<file path="src/rtl/rggen_lock_key_controller.sv">
// Two-key unlock sequencer guarding rwl register fields (KEY0 then KEY1 within an arm window).
// Optional idle auto-relock while unlocked is enabled by defining RGGEN_LOCK_IDLE_TIMEOUT_EN.
module rggen_lock_key_controller #(
  parameter int          WIDTH        = 32,
  parameter logic [31:0] KEY0         = 32'h0000_C0DE,
  parameter logic [31:0] KEY1         = 32'h0000_FACE,
  parameter int          ARM_WINDOW   = 16,
  parameter int          IDLE_TIMEOUT = 1024
) (
  input  logic             clk,
  input  logic             rst,
  input  logic             i_command_valid,
  input  logic             i_select,
  input  logic             i_write,
  input  logic [WIDTH-1:0] i_write_data,
  input  logic [WIDTH-1:0] i_write_mask,
  input  logic             i_activity,
  input  logic             i_force_lock,
  output logic             o_lock,
  output logic [WIDTH-1:0] o_read_data,
  output logic             o_key_error,
  output logic             o_timeout
);

  typedef enum logic [1:0] {
    ST_LOCKED   = 2'b00,
    ST_ARMED    = 2'b01,
    ST_UNLOCKED = 2'b10,
    ST_INVALID  = 2'b11
  } state_t;

  // Expiry fires on the edge that completes the N-th idle cycle after entry.
  localparam logic [15:0] ARM_LIMIT  = 16'(ARM_WINDOW - 1);
  localparam logic [15:0] IDLE_LIMIT = 16'(IDLE_TIMEOUT - 1);

  state_t      r_state;
  state_t      w_next_state;
  logic [15:0] r_count;
  logic [15:0] w_next_count;
  logic        r_lock;
  logic        r_key_error;
  logic        r_timeout;
  logic        w_key_error;
  logic        w_timeout;
  logic        w_count_clear;
  logic        w_key_write;
  logic        w_key0_ok;
  logic        w_key1_ok;

  assign w_key_write = i_command_valid & i_select & i_write;
  assign w_key0_ok   = w_key_write & (&i_write_mask) & (i_write_data == KEY0[WIDTH-1:0]);
  assign w_key1_ok   = w_key_write & (&i_write_mask) & (i_write_data == KEY1[WIDTH-1:0]);

`ifndef RGGEN_LOCK_IDLE_TIMEOUT_EN
  logic w_unused_activity;
  assign w_unused_activity = i_activity;
`endif

  always_comb begin
    w_next_state  = r_state;
    w_key_error   = 1'b0;
    w_timeout     = 1'b0;
    w_count_clear = 1'b0;
    if (i_force_lock) begin
      w_next_state = ST_LOCKED;
    end else begin
      case (r_state)
        ST_LOCKED: begin
          if (w_key_write) begin
            if (w_key0_ok) w_next_state = ST_ARMED;
            else           w_key_error  = 1'b1;
          end
        end
        ST_ARMED: begin
          // A key write always wins over a window expiring in the same cycle.
          if (w_key_write) begin
            if (w_key1_ok) begin
              w_next_state = ST_UNLOCKED;
            end else begin
              w_next_state = ST_LOCKED;
              w_key_error  = 1'b1;
            end
          end else if (r_count >= ARM_LIMIT) begin
            w_next_state = ST_LOCKED;
            w_timeout    = 1'b1;
          end
        end
        ST_UNLOCKED: begin
          if (w_key_write) begin
            w_next_state = ST_LOCKED;
`ifdef RGGEN_LOCK_IDLE_TIMEOUT_EN
          end else if (i_activity) begin
            w_count_clear = 1'b1;
          end else if (r_count >= IDLE_LIMIT) begin
            w_next_state = ST_LOCKED;
            w_timeout    = 1'b1;
`endif
          end
        end
        default: w_next_state = ST_LOCKED;
      endcase
    end
  end

  always_comb begin
    w_next_count = r_count;
    if ((w_next_state != r_state) || w_count_clear) w_next_count = '0;
    else if (r_count != 16'hFFFF)                   w_next_count = r_count + 16'd1;
  end

  always_ff @(posedge clk) begin
    if (rst) begin
      r_state     <= ST_LOCKED;
      r_count     <= '0;
      r_lock      <= 1'b1;
      r_key_error <= 1'b0;
      r_timeout   <= 1'b0;
    end else begin
      r_state     <= w_next_state;
      r_count     <= w_next_count;
      r_lock      <= (w_next_state != ST_UNLOCKED);
      r_key_error <= w_key_error;
      r_timeout   <= w_timeout;
    end
  end

  always_comb begin
    o_read_data      = '0;
    o_read_data[1:0] = r_state;
  end

  assign o_lock      = r_lock;
  assign o_key_error = r_key_error;
  assign o_timeout   = r_timeout;

endmodule

</file>
<file path="config.mk">
export PLATFORM = sky130hd
export DESIGN_NAME = rggen_lock_key_controller
export DESIGN_NICKNAME = d
export VERILOG_FILES = /design/src/rtl/rggen_lock_key_controller.sv
export SDC_FILE = /design/constraint.sdc
export NUM_CORES = 1
export LEC_CHECK = 0
export ABC_AREA = 1
export CAP_MARGIN = 20
export CORE_MARGIN = 2
export CORE_UTILIZATION = 29
export CTS_CLUSTER_SIZE = 10
export DETAILED_ROUTE_END_ITERATION = 10
export GPL_ROUTABILITY_DRIVEN = 0
export PLACE_DENSITY = 0.66
export SKIP_LAST_GASP = 1
export SLEW_MARGIN = 20
export SYNTH_ARGS = -nofsm -noshare
export SYNTH_HDL_FRONTEND = slang
export SYNTH_SLANG_ARGS = --single-unit
</file>
<file path="constraint.sdc">
create_clock -name clk -period 2.07 [get_ports clk]
set_clock_uncertainty 0.15 [all_clocks]
set_input_delay 0.207 -clock clk [delete_from_list [all_inputs] [get_ports clk]]
set_output_delay 0.207 -clock clk [all_outputs]
set_load 0.02 [all_outputs]
</file>
======== Word-level counts from Yosys, hierarchy flattened ========
Cells that the tools add are included.
storage, ports and cells
  register bits ........................... 21
  input bits .............................. 71
  logic and storage cells ................. 39
cells by class
  add/sub/neg operators ................... 1
  order comparisons ....................... 1
  equal/unequal tests ..................... 7
  muxes and demuxes ....................... 14
  bitwise logic cells ..................... 6
  reductions and logical operators ........ 5
operators by type and width
  operator                                                                               number
  32-bit by 16-bit == test with 1-bit output (second input constant)                     2
  32-bit AND reduction                                                                   1
  16-bit by 1-bit adder with 16-bit output (second input constant)                       1
  16-bit by 4-bit greater-or-equal comparator with 1-bit output (second input constant)  1
  16-bit != test (second input constant)                                                 1
  2-bit 2-to-1 mux                                                                       7
  2-bit one-hot mux with 3 select lines                                                  1
  1-bit bitwise AND                                                                      5
  1-bit 2-to-1 mux                                                                       5
  2-bit OR reduction                                                                     2
  4-bit OR reduction                                                                     1
  2-bit by 1-bit == test with 1-bit output (second input constant)                       1
  2-bit == test (second input constant)                                                  1
  2-bit zero test                                                                        1
  2-bit != test                                                                          1
  2-bit != test (second input constant)                                                  1
  1-bit one-hot mux with 2 select lines                                                  1
  1-bit NOT                                                                              1

======== Longest topological paths before layout ========
Gate-level depths: netlist of run 1.
  word-level depth ........................ 10
  mapped depth ............................ 12

======== Least setup slack after synthesis of run 1 ========
Ideal clock, no wire load.
  kind .................................... register to register
  from .................................... register r_state[0]
  to ...................................... register r_count[12]
  setup time .............................. 125 ps
  data arrival time ....................... 1421 ps
  required time ........................... 1795 ps
  setup slack ............................. 375 ps
  stages on the path, launching flop included .. 13
  path buffers ............................ 1
  period minus slack after synthesis ...... 1695 ps
  path through ............................ dfxtp_1 inv_2 nor2_2 nand3_1 nor2_1 nand2_1 nor2_1 nand2_1 nand2_1 nand2_2 nand3_4 buf_8 nor3_2
on the way
  word-level cells in the longest chain between the ends .. 6
  elaborated cells on any way between the ends .. 12
  classes of those cells .................. eq/ne: 3; mux: 7; reduce/logical: 2
ends and longest elaborated chain
  item                                        line    RTL
  start: declaration                          36      state_t r_state;
  start signal: assignment                    119     r_state <= w_next_state;
  2-bit 2-to-1 mux, on equally long branches  83, 70
  2-bit 2-to-1 mux, on equally long branches  76, 69
  2-bit one-hot mux with 3 select lines       67      case (r_state)
  2-bit 2-to-1 mux                            64      if (i_force_lock) begin
  2-bit != test (*)                           107     if ((w_next_state != r_state) || w_count_clear) w_next_count = '0;
  2-bit OR reduction (no source line) (*)     --
  end signal: assignment                      120     r_count <= w_next_count;
  end: declaration                            38      logic [15:0] r_count;
Every way passes the cells marked *; elsewhere a longest branch is shown, timed or not.
A chain may end at the register's enable or synchronous reset.

======== Worst setup path in the final report of run 1 ========
  from .................................... register r_count[0]
  to ...................................... register r_count[1]
on the way
  word-level cells in the longest chain between the ends .. 7
  elaborated cells on any way between the ends .. 9
  classes of those cells .................. add/sub: 1; order compare: 1; eq/ne: 2; mux: 4; reduce/logical: 1
ends and longest elaborated chain
  item                                                           line  RTL
  16-bit by 4-bit greater-or-equal comparator with 1-bit output  83    end else if (r_count >= ARM_LIMIT) begin
  2-bit 2-to-1 mux                                               83
  2-bit 2-to-1 mux                                               76    if (w_key_write) begin
  2-bit one-hot mux with 3 select lines                          67
  2-bit 2-to-1 mux                                               64
  2-bit != test                                                  107
  2-bit OR reduction (no source line)                            --
Several ways; a longest one is shown, not always the timed one.

==> results of run 1 <==
-- cells by family (layout without fill, tap and decap cells) --
kind of cell	Yosys count	count (layout)	share of synthesized area, %
adder cells (fa/ha/maj)	1	1	0.732
buffers and inverters	60	108	21.3
XOR/XNOR	13	13	6.67
flip-flops	21	21	24.6
other	1	30	0.220
AO/OA/AOI/OAI	6	6	2.42
AND/OR/NAND/NOR	145	145	44.0
-- worst max path at each step --
stage                            startpoint                        to  cells past startpoint
floorplan             r_state[0]$_SDFF_PP0_  r_count[12]$_SDFFE_PP0P_                     12
global placement           i_write_mask[17]   r_count[2]$_SDFFE_PP0P_                     12
detailed placement         i_write_mask[16]   r_count[4]$_SDFFE_PP0P_                     12
CTS                 r_count[0]$_SDFFE_PP0P_   r_count[1]$_SDFFE_PP0P_                      8
global route        r_count[0]$_SDFFE_PP0P_  r_count[15]$_SDFFE_PP0P_                      7
finish              r_count[0]$_SDFFE_PP0P_   r_count[1]$_SDFFE_PP0P_                      8
-- state kept, by name (all words and copies together) (netlist names) --
register,cells
r_count,16
r_state,2
o_key_error,1
o_lock,1
o_timeout,1
-- metrics by stage --
stage          utilization, %  power, mW  area [sq um]  instances
3_5_place_dp             43.4      0.652          2430        392
3_3_place_gp             43.4      0.649          2430        392
6_report                 44.2      0.912          2480        396
5_1_grt                  44.2      0.964          2480        396
2_1_floorplan               -      0.560          1820        276
4_1_cts                  44.2      0.921          2480        396
-- Yosys cell counts --
| cell | number |
|---|---|
| a31oi_1 | 3 |
| conb_1 | 1 |
| nand2_1 | 34 |
| buf_8 | 1 |
| nor2_2 | 3 |
| nor3_2 | 11 |
| nand3_4 | 1 |
| nor3b_1 | 1 |
| nor3_1 | 9 |
| buf_6 | 2 |
| and3_1 | 1 |
| nor3_4 | 2 |
| nand2_2 | 4 |
| o21ai_2 | 1 |
| nand4_1 | 8 |
| nand4_2 | 1 |
| inv_1 | 23 |
| nor2_4 | 2 |
| xor2_1 | 11 |
| nand3_1 | 13 |
| buf_4 | 30 |
| nor4_1 | 2 |
| a21oi_1 | 1 |
| nor2_1 | 53 |
| xnor2_1 | 2 |
| dfxtp_1 | 21 |
| ha_1 | 1 |
| o32ai_1 | 1 |
| inv_2 | 4 |
-- worst max-delay path: cells and delay by family, from the launching register on --
kind / cells / cell delay (ns)
adders and majority gates: 1 / 0.21
DFF: 1 / 0.38
and+or+nand+nor: 6 / 0.88
AOI/OAI and AO/OA: 1 / 0.15
-- where the power goes --
group / total, mW / internal [mW] / switching (mW)
registers: 0.414 / 0.409 / 0.00485
logic: 0.230 / 0.132 / 0.0976
clock network: 0.268 / 0.134 / 0.134
-- layer usage --
metal  track usage [%]  up-vias  part of all wire, %
met5                 0        -                    0
met4              5.76        0                  3.2
met3              1.89       14                  3.3
met2              24.8       47                   52
met1              15.6      710                   42
li1                  -      880                    -
-- repair_timing --
item,4_1_cts,5_1_grt
hold buffers,0,0
buffers inserted,0,0
endpoints found under the setup margin,0,1
-- cell type report --
class,count,area (sq um)
clock buffers,3,41.3
clock inverters,1,5.00
fillers,588,3130
inverters,27,101
multi-input cells,195,1030
flip-flops and latches,21,420
well taps,72,90.1
repair buffers,77,788
==> out/summary.txt, run 1 <==
Outcome - finished clean
Final Hold Fails - 0
R2R Setup Slk - 0.18 ns
Grt ovf - 0
Root Buffer - clkbuf_8
Initial Util - 30.5%
Rows - 27
Hold crit path type - input port to register
Distinct cells, synth - 29
Sum of negative setup slack - 0 ns
Yosys top cell by area - dfxtp_1
Max stage delay on crit path - 0.38 ns
Share of cells above drive strength 1 - 11.1%
# clock sinks - 21
Sequential area share after synthesis - 24.6%
Crit path max fanout - 16
CP endpoint kind - register
Hold Worst Slack - 0.381 ns
Pin count of the biggest net entering global routing - 17
Mapped Cells - 247
Hold depth - 2
1st-iter DRT viols - 78
Max Fclk - 530 MHz
Routed WL - 4.24 mm
Vias in the first global route - 1,496
Post_cts resized - 0
Commonest non-fill, non-tap cell in the layout - clkdlybuf4s50_1
Fin. max-slew vios - 0
Final antenna-violating net count - 0
Crit start category - register
CTS max path bufs - 2
Total iterations of the first detailed-routing run - 5
Power Density - 368 mW/mm^2
Worst path most repeated cell - nor2_4
Setup Viol. Count Final - 0
Number of synthesis warnings - 0
Clock tree from TritonCTS - done
Max-cap violations - 0
IO Count - 106
Chip width - 80.7 um
Per-cell routed wire length - 10.7 um
R2r endpoint - r_count[1]$_SDFFE_PP0P_
DR vias/cell - 4.17
Top-area cell type share of the netlist area - 24.6%
Num CTS Buffers - 3
Residual DRC - 0
First-pass GRT wire length - 6.89 mm
Nets - 397
Vert. Die Dim - 80.7 um
CTS clk-pin slew, worst paths - 0.08 ns
CTS H-tree depth - 1
Slack of the critical path - 0.185 ns
Synth top area cells - dfxtp_1, buf_4, nor2_1
Post-synthesis register bit count - 21
Initial antenna violation count - 0
Worst Path Required - 2.07 ns
Overall routing resource usage - 13.5%
Synth-to-layout area growth - 45.1%
CP Class - register to register
Final Cycle Share - 91.1%
Core area - 0.00561 sq mm
Most frequent cells in the layout - clkdlybuf4s50_1, nor2_1, nand2_1, conb_1, inv_1
Hold EP - r_state[0]$_SDFF_PP0_
Syn_area_per_cell - 6.91 sq um
# diodes - 0
FF-to-FF Start - r_count[0]$_SDFFE_PP0P_
VDD IR-drop max - 0.210 mV
Die area - 0.00652 sq mm
CP Cell Sequence - ha_1 > nand2_2 > nor2_4 > nand4_2 > nor2_4 > nor2_1 > a21oi_1 > nor3_2
Pre-CTS WS - 0.0418 ns
Min cycle time layout - 1.89 ns
Hold Startpoint - rst
Leak - 1.00 nW
DP HPWL - 3.60 mm
WP data arrival - 1.89 ns
Via count of the routed design - 1,651
Port Buffers - 74
Mapped Area - 0.00171 sq mm
Clk_lat worst skew - 0.26 ns
Reg2reg path depth - 8
Slowest stage cell, crit path - dfxtp_1
Unrepaired setup endpoints after global routing - no
Note: power is estimated with default switching activity, not from simulation.
==> run 2: changes to the inputs <==
--- a/config.mk
+++ b/config.mk
@@ -6,8 +6,8 @@
 export NUM_CORES = 1
 export LEC_CHECK = 0
 export ABC_AREA = 1
-export CAP_MARGIN = 20
-export CORE_MARGIN = 2
+export CAP_MARGIN = 0
+export CORE_MARGIN = 10
 export CORE_UTILIZATION = 29
 export CTS_CLUSTER_SIZE = 10
 export DETAILED_ROUTE_END_ITERATION = 10
==> constraint.sdc (replaced) <==
create_clock -name clk -period 1.9 [get_ports clk]
set_clock_uncertainty 0.15 [all_clocks]
set_input_delay 0.19 -clock clk [delete_from_list [all_inputs] [get_ports clk]]
set_output_delay 0.19 -clock clk [all_outputs]
set_load 0.02 [all_outputs]
==> out/summary.txt, run 2 (synthesis gave the netlist of run 1 again) <==
Outcome - finished clean
Max Fclk - 560 MHz (+5.5%)
Rows - 27 (unchanged)
Crit path max fanout - 6 (-10)
Hold crit path type - input port to register
Grt ovf - 0 (unchanged)
Slack of the critical path - 0.113 ns (-0.0719 ns)
Root Buffer - clkbuf_8
CTS H-tree depth - 1 (unchanged)
Crit path depth - 8 (unchanged)
Via count of the routed design - 1,687 (+2.2%)
Regs by FF count - r_count x16, r_state x2
Slowest stage cell, crit path - dfxtp_1
CTS clk-pin slew, worst paths - 0.08 ns (about the same)
Nets - 404 (+1.8%)
M1 GR Usage - 10.1% (-5.5 points)
Num CTS Buffers - 3 (unchanged)
Max-cap violations - 0 (unchanged)
Fin. max-slew vios - 0 (unchanged)
1st-iter DRT viols - 46 (-41%)
Clk_lat worst skew - 0.26 ns (about the same)
Leak - 1.04 nW (+3.6%)
Chip width - 96.7 um (+20%)
Max stage delay on crit path - 0.37 ns (about the same)
Vias in the first global route - 1,670 (+12%)
DR vias/cell - 4.19 (+0.41%)
CP endpoint kind - register
Final Cycle Share - 94.1% (+3.0 points)
Pre-CTS WS - -0.0897 ns (-0.132 ns)
R2R Setup Slk - 0.11 ns (-0.07 ns)
Die area - 0.00936 sq mm (+44%)
IO Count - 106 (unchanged)
CP Cell Sequence - ha_1 > nand2_2 > nor2_4 > nand4_2 > nor2_4 > buf_12 > xor2_1 > nor3_2
Commonest non-fill, non-tap cell in the layout - clkdlybuf4s50_1
Synth-to-layout area growth - 48.6%
Worst path most repeated cell - nor2_4
Final Hold Fails - 0 (unchanged)
Routed WL - 5.14 mm (+21%)
Total iterations of the first detailed-routing run - 4 (-1)
DP HPWL - 4.55 mm (+27%)
CP Capture Point - r_count[0]$_SDFFE_PP0P_
FF-to-FF Start - r_count[0]$_SDFFE_PP0P_
Crit start category - register
# diodes - 0 (unchanged)
First-pass GRT wire length - 8.15 mm (+18%)
CP bufs+invs - 1 (+1)
Vert. Die Dim - 96.7 um (+20%)
Most frequent cells in the layout - clkdlybuf4s50_1, nor2_1, nand2_1, conb_1, inv_1
CP top delay family - simple AND/OR/NAND/NOR gates
Residual DRC - 0 (unchanged)
Filler instances - 588 (unchanged)
Reg2reg path depth - 8 (unchanged)
R2r endpoint - r_count[0]$_SDFFE_PP0P_
Overall routing resource usage - 10.3% (-3.2 points)
Worst Path Required - 1.90 ns (-0.17 ns)
Initial antenna violation count - 0 (unchanged)
Placed Area - 0.00245 sq mm (+0.72%)
Final core occ - 45.3% (+1.1 points)
Initial Util - 30.5% (unchanged)
CTS max path bufs - 2 (unchanged)
Port Buffers - 74 (unchanged)
M2 GR Usage - 20.5% (-4.2 points)
Final antenna-violating net count - 0 (unchanged)
Core area - 0.00561 sq mm (unchanged)
Setup Viol. Count Final - 0 (unchanged)
CP startpoint - r_count[0]$_SDFFE_PP0P_
Final instance area - 0.00254 sq mm (+2.4%)
Pin count of the biggest net entering global routing - 17 (unchanged)
GR Util met3 - 1.63% (-0.26 points)
Power Density - 396 mW/mm^2 (+7.6%)
CP Class - register to register
VDD IR-drop max - 0.266 mV (+27%)
Max reg flops - 16 (unchanged)
Top reg by flops - r_count
Share of cells above drive strength 1 - 13.3% (+2.2 points)
WP data arrival - 1.79 ns (-0.10 ns)
Per-cell routed wire length - 12.8 um (+19%)
# clock sinks - 21 (unchanged)
Sum of negative setup slack - 0 ns (unchanged)
Min cycle time layout - 1.79 ns (-0.0981 ns)
Grt peak-use layer - met2
Clock tree from TritonCTS - done
-- run 2: worst min path at each step --
stage	startpoint	to	slack, ns	depth (start not counted)
6_report	rst	r_state[0]$_SDFF_PP0_	0.40	2
5_1_grt	rst	r_state[0]$_SDFF_PP0_	0.42	2
4_1_cts	rst	r_state[0]$_SDFF_PP0_	0.38	2
3_5_place_dp	r_count[1]$_SDFFE_PP0P_	r_count[1]$_SDFFE_PP0P_	0.43	2
3_3_place_gp	r_count[1]$_SDFFE_PP0P_	r_count[1]$_SDFFE_PP0P_	0.42	2
2_1_floorplan	rst	r_state[0]$_SDFF_PP0_	0.11	1
-- run 2: layout make-up --
type                            instances  area, sq um  share of cell area, %
Clock inverter                          1         7.51                  0.296
Tap cell                               72         90.1                   3.55
Clock buffer                            3         41.3                   1.63
Multi-Input combinational cell        195         1040                   40.9
Sequential cell                        21          420                   16.6
Timing Repair Buffer                   84          841                   33.1
Inverter                               27          101                   3.99
-- run 2: stage by stage --
step	power, mW	hold WS (ns)	std cells
floorplan	0.610	0.112	276
global placement	0.710	0.422	396
detailed placement	0.715	0.434	396
CTS	1.01	0.383	400
global route	1.06	0.424	403
finish	1.01	0.397	403
-- run 2: where the power goes --
group	switching [mW]	internal, mW	leakage [nW]
sequential	0.00487	0.445	0.170
combinational	0.111	0.147	0.846
clock	0.149	0.148	0.0217
-- run 2: per-layer routing --
metal,vias up,wire length [um]
li1,893,-
met4,0,99
met2,44,2960
met5,-,0
met1,743,1850
met3,7,233
-- run 2: timing repair --
item | in CTS | in global routing
setup buffers | 0 | 3
resized for setup | 0 | 1
hold endpoints to repair | 0 | 0
hold buffers | 0 | 0
setup endpoints to repair | 0 | 11
